`src/rtl/onebit_sequencer.sv`:
```
// onebit_sequencer: instruction store, reg/pc state and run control
// for the one-bit CPU; the ALU itself sits outside this block.
module onebit_sequencer #(
  parameter int CYC_W      = 8,
  parameter int MAX_CYCLES = 255
) (
  input  logic             clk,
  input  logic             rst,
  input  logic             load_valid,
  output logic             load_ready,
  input  logic             load_addr,
  input  logic [1:0]       load_code,
  input  logic             start,
  input  logic             halt_req,
  output logic [1:0]       alu_code,
  output logic             alu_reg_in,
  output logic             alu_pc_in,
  input  logic             alu_reg_out,
  input  logic             alu_pc_out,
  output logic             reg_q,
  output logic             pc_q,
  output logic             busy,
  output logic             done,
  output logic [1:0]       status,
  output logic [CYC_W-1:0] cycle_cnt
);

  typedef enum logic [1:0] {
    S_IDLE = 2'd0,
    S_RUN  = 2'd1,
    S_DONE = 2'd2
  } state_e;

  localparam logic [1:0] ST_NONE  = 2'b00;
  localparam logic [1:0] ST_HALT  = 2'b01;
  localparam logic [1:0] ST_TMO   = 2'b10;
  localparam logic [1:0] ST_ABORT = 2'b11;

  localparam logic [CYC_W-1:0] MAX_C = CYC_W'(MAX_CYCLES);
  localparam logic [CYC_W-1:0] ONE_C = CYC_W'(1);

  state_e           state_q, state_d;
  logic [1:0]       imem0_q, imem0_d;
  logic [1:0]       imem1_q, imem1_d;
  logic             reg_d;
  logic             pc_d;
  logic [CYC_W-1:0] cnt_q, cnt_d;
  logic [1:0]       status_q, status_d;
  logic             idle_or_done;
  logic             fixed_pt;

  assign idle_or_done = (state_q == S_IDLE) || (state_q == S_DONE);
  assign fixed_pt     = (alu_reg_out == reg_q) && (alu_pc_out == pc_q);

  // Next-state: program writes, run launch, commit and termination
  always_comb begin
    state_d  = state_q;
    imem0_d  = imem0_q;
    imem1_d  = imem1_q;
    reg_d    = reg_q;
    pc_d     = pc_q;
    cnt_d    = cnt_q;
    status_d = status_q;
    unique case (state_q)
      S_IDLE, S_DONE: begin
        if (load_valid) begin
          if (load_addr) imem1_d = load_code;
          else           imem0_d = load_code;
        end
        if (start) begin
          state_d  = S_RUN;
          reg_d    = 1'b0;
          pc_d     = 1'b0;
          cnt_d    = '0;
          status_d = ST_NONE;
        end
      end
      S_RUN: begin
        if (halt_req) begin
          state_d  = S_DONE;
          status_d = ST_ABORT;
        end else begin
          reg_d = alu_reg_out;
          pc_d  = alu_pc_out;
          cnt_d = cnt_q + ONE_C;
          if (fixed_pt) begin
            state_d  = S_DONE;
            status_d = ST_HALT;
          end else if (cnt_d == MAX_C) begin
            state_d  = S_DONE;
            status_d = ST_TMO;
          end
        end
      end
      default: state_d = S_IDLE;
    endcase
  end

  // State registers; reset clears the program store as well
  always_ff @(posedge clk or posedge rst) begin
    if (rst) begin
      state_q  <= S_IDLE;
      imem0_q  <= 2'b00;
      imem1_q  <= 2'b00;
      reg_q    <= 1'b0;
      pc_q     <= 1'b0;
      cnt_q    <= '0;
      status_q <= ST_NONE;
    end else begin
      state_q  <= state_d;
      imem0_q  <= imem0_d;
      imem1_q  <= imem1_d;
      reg_q    <= reg_d;
      pc_q     <= pc_d;
      cnt_q    <= cnt_d;
      status_q <= status_d;
    end
  end

  assign load_ready = idle_or_done;
  assign alu_code   = pc_q ? imem1_q : imem0_q;
  assign alu_reg_in = reg_q;
  assign alu_pc_in  = pc_q;
  assign busy       = (state_q == S_RUN);
  assign done       = (state_q == S_DONE);
  assign status     = status_q;
  assign cycle_cnt  = cnt_q;

endmodule

```
`config.mk`:
```
export PLATFORM = sky130hd
export DESIGN_NAME = onebit_sequencer
export DESIGN_NICKNAME = d
export VERILOG_FILES = /design/src/rtl/onebit_sequencer.sv
export SDC_FILE = /design/constraint.sdc
export NUM_CORES = 1
export LEC_CHECK = 0
export ABC_AREA = 0
export CAP_MARGIN = 15
export CORE_MARGIN = 5
export CORE_UTILIZATION = 43
export CTS_BUF_LIST = sky130_fd_sc_hd__clkbuf_4 sky130_fd_sc_hd__clkbuf_8
export DETAILED_ROUTE_END_ITERATION = 8
export MAX_ROUTING_LAYER = met4
export PLACE_DENSITY = 0.77
export SYNTH_ARGS = -nofsm -noshare
export SYNTH_HDL_FRONTEND = slang
export SYNTH_SLANG_ARGS = --single-unit
```
`constraint.sdc`:
```
create_clock -name clk -period 1.7 [get_ports clk]
set_clock_uncertainty 0.1 [all_clocks]
set_input_delay 0.17 -clock clk [delete_from_list [all_inputs] [get_ports clk]]
set_output_delay 0.17 -clock clk [all_outputs]
set_load 0.02 [all_outputs]
```
==> flow_metrics.py <==
metrics = {
    "outcome": {
        "status": "finished with violations",
        "violations": "setup timing",
    },
    "global_routing": {
        "overflow": 0,
        "grt_max_degree": 19,
        "antenna_found_initial": 0,
        "grtUsageTotal": 0.157,
        "grt_pass1_wl_um": 4040,
        "grt_pass1_vias": 947,
    },
    "synth": {
        "yosysWarnings": 0,
        "synthFlopType": "dfrtp_1",
        "synth_top_area_share": 0.455,
        "synth_nets": 109,
        "synthArstFlopShare": 1.00,
        "netlist_area_um2": 991,
        "seq_area_frac_synth": 0.455,
        "synth.avg_cell_area_um2": 10.2,
        "synth_edf_count": 0,
        "synth_seq_cells": 18,
        "synth_top_area_cell": "dfrtp_1",
        "synth_common_cells": "18 x dfrtp_1, 12 x o21ai_0, 9 x nand2_1, 6 x mux2_2, 6 x nand3_1",
        "ys_types": 38,
        "ys_top_cells_by_area": "dfrtp_1 45%, mux2_2 6.8%, o21ai_0 6.1%",
        "synth.most_common_cell": "dfrtp_1",
        "synthCells": 97,
    },
    "routing": {
        "first_pass_iters": 4,
        "drt-initial-drc-count": 12,
        "routedWlPerCell_um": 13.3,
        "via_per_inst": 5.09,
        "dr_total_vias": 871,
        "route.detailed.drc": 0,
        "wl_um": 2280,
        "drtAntennaViolNets": 0,
    },
    "finish": {
        "diodes": 0,
        "synthToLayoutAreaGrowth_pct": 47.9,
        "drive_gt1_frac": 0.280,
        "finalInstanceArea_mm2": 0.00147,
        "fin_nets": 156,
        "final_core_util": 0.662,
        "fillers": 183,
    },
    "die": {
        "die_height_um": 58.0,
        "dieArea_mm2": 0.00336,
        "core_mm2": 0.00221,
        "boundaryPins": 29,
        "initial_core_util": 0.448,
        "row_count": 17,
        "die_w_um": 58.0,
    },
    "setup_path": {
        "cp_cell_sequence": "ha_4, nand3_4, or3_4, a2111oi_4, o211ai_1",
        "worst_ep_required_time_ns": 1.76,
        "reg2reg_to": "status[0]",
        "cp_max_fo": 4,
        "critPathKind": "reg2reg",
        "r2r_setup_slack_ns": -0.03,
        "crit_slowest_cell": "dfrtp_2",
        "worst_ep_arrival_time_ns": 1.79,
        "end_kind": "flip-flop",
        "r2r-start": "cycle_cnt[1]",
        "start_kind": "flip-flop",
        "rr_worst_depth": 5,
        "slowest_delay_ns": 0.40,
    },
    "clock_network": {
        "cts_max_level": 1,
        "cts_tree": "yes",
        "clock-sinks": 18,
        "numCtsBuffers": 3,
        "clockBufferDepth": 2,
        "cts-root-buf": "clkbuf_4",
        "clk_pin_slew_ns": 0.10,
        "insertion_delay_ns": 0.28,
    },
    "timing": {
        "tightestPinTransition_ns": 0.416,
        "period_share": 1.02,
        "setup_viol": 3,
        "rsz0062_at_grt": "yes",
        "max_slew_margin": 0.720,
        "max_freq_mhz": 578,
        "maxSlewViolCount": 0,
        "holdWs_ns": 0.0872,
        "post-route-min-period_ns": 1.73,
        "timing_hold_violations_final": 0,
        "setup_slack_ns": -0.0313,
    },
    "worst_hold_path": {
        "hp-class": "in2async",
    },
    "pwr": {
        "power_w": 0.00177,
        "p_per_area_mw_per_mm2": 1210,
        "leakage_nw": 0.701,
        "power_frac_comb": 0.507,
        "power_frac_clock": 0.130,
        "intPower_w": 0.00109,
        "switching_share": 0.382,
        "power_switching_w": 0.000676,
        "ir_drop_v": 0.000945,
        "seqPwrFrac": 0.363,
    },
    "placed_design": {
        "place_congestion": 0.813,
        "portBuffers": 28,
        "dp_hpwl_um": 1790,
        "placed_cell_area_mm2": 0.00143,
    },
    "flow_run": {
        "drv_cap": 0,
    },
}
[cell type report]
class | count | area, um^2 | share of cell area
well taps | 28 | 35.0 | 0.0239
flip-flops and latches | 18 | 453 | 0.309
repair buffers | 47 | 414 | 0.283
inverters | 3 | 11.3 | 0.00769
clock buffers | 4 | 30.0 | 0.0205
multi-input cells | 71 | 522 | 0.356
[routing by layer]
layer / vias to the layer above / routed length, um / GRT usage / part of all wire
li1: 438 / - / - / -
met5: - / 0 / - / 0
met4: 0 / 14 / 0.0497 / 0.0061
met3: 2 / 93 / 0.0312 / 0.041
met2: 18 / 1120 / 0.256 / 0.49
met1: 413 / 1050 / 0.195 / 0.46
[through the flow]
stage / std cells / setup WS, ns / TNS, ns
after global placement: 166 / -0.0487 / -0.139
final: 171 / -0.0313 / -0.0752
after global routing: 171 / -0.158 / -0.679
after CTS: 171 / -0.0513 / -0.153
after floorplan: 97 / -0.0785 / -0.252
after detailed placement: 166 / -0.0690 / -0.210
[flip-flops by register name (all words and copies together) (netlist names)]
signal,flops
imem1_q,2
cycle_cnt,8
status,2
alu_reg_in,1
alu_pc_in,1
imem0_q,2
state_q,2
[how the worst max path moves through the flow]
stage,startpoint,endpoint,cells past startpoint
6_report,cycle_cnt[1],status[0],5
2_1_floorplan,cycle_cnt[1],status[0],5
3_5_place_dp,halt_req,cycle_cnt[7],6
4_1_cts,cycle_cnt[1],status[0],5
5_1_grt,cycle_cnt[1],status[0],5
3_3_place_gp,halt_req,cycle_cnt[7],5
[worst max-delay path, delay by kind of cell (launching register included)]
kind | cells | cell delay [ns]
simple gates | 2 | 0.43
flops | 1 | 0.40
compound gates | 2 | 0.52
fa+ha+maj | 1 | 0.15
[cells by family (layout without fill, tap and decap cells)]
group                      count (synthesis)  after routing  synth area share
AOI/OAI and AO/OA                         24             24             0.173
DFF                                       18             18             0.455
muxes                                      6              6            0.0682
buffers and inverters                      8             54            0.0391
and+or+nand+nor                           34             34             0.196
xor gates and xnor gates                   5              5            0.0442
adders and majority gates                  2              2            0.0252
[power by group through the flow]
stage	logic (W)	registers [W]	clock network [W]
after CTS	0.000907	0.000642	0.000248
after floorplan	0.000441	0.000721	0
after detailed placement	0.000954	0.000651	0
final	0.000896	0.000642	0.000230
after global placement	0.000947	0.000643	0
after global routing	0.000981	0.000664	0.000267
[timing repair]
| item | in CTS | in global routing |
|---|---|---|
| endpoints found under the setup margin | 14 | 10 |
| pin swaps | 2 | 1 |
| cloned | 0 | 0 |
| resized for setup | 12 | 2 |
| hold buffers | 0 | 0 |
| buffers inserted | 1 | 0 |
[layout by cell type, fill, tap and decap left out, types with 2 or more instances in the layout]
cell	synthesis	final
nor2b_1	2	2
xor2_1	4	4
o31ai_1	2	2
clkdlybuf4s50_1	0	15
o21ai_0	12	12
dlymetal6s2s_1	0	2
nand4_1	2	2
nand2_1	9	9
inv_1	3	3
nor2_1	3	3
dfrtp_1	18	16
a21oi_1	2	2
buf_4	2	19
dlygate4sd2_1	0	11
nand3_1	6	6
dfrtp_2	0	2
mux2_2	6	6
clkbuf_4	0	4
Power figures use the tool's default switching activity.
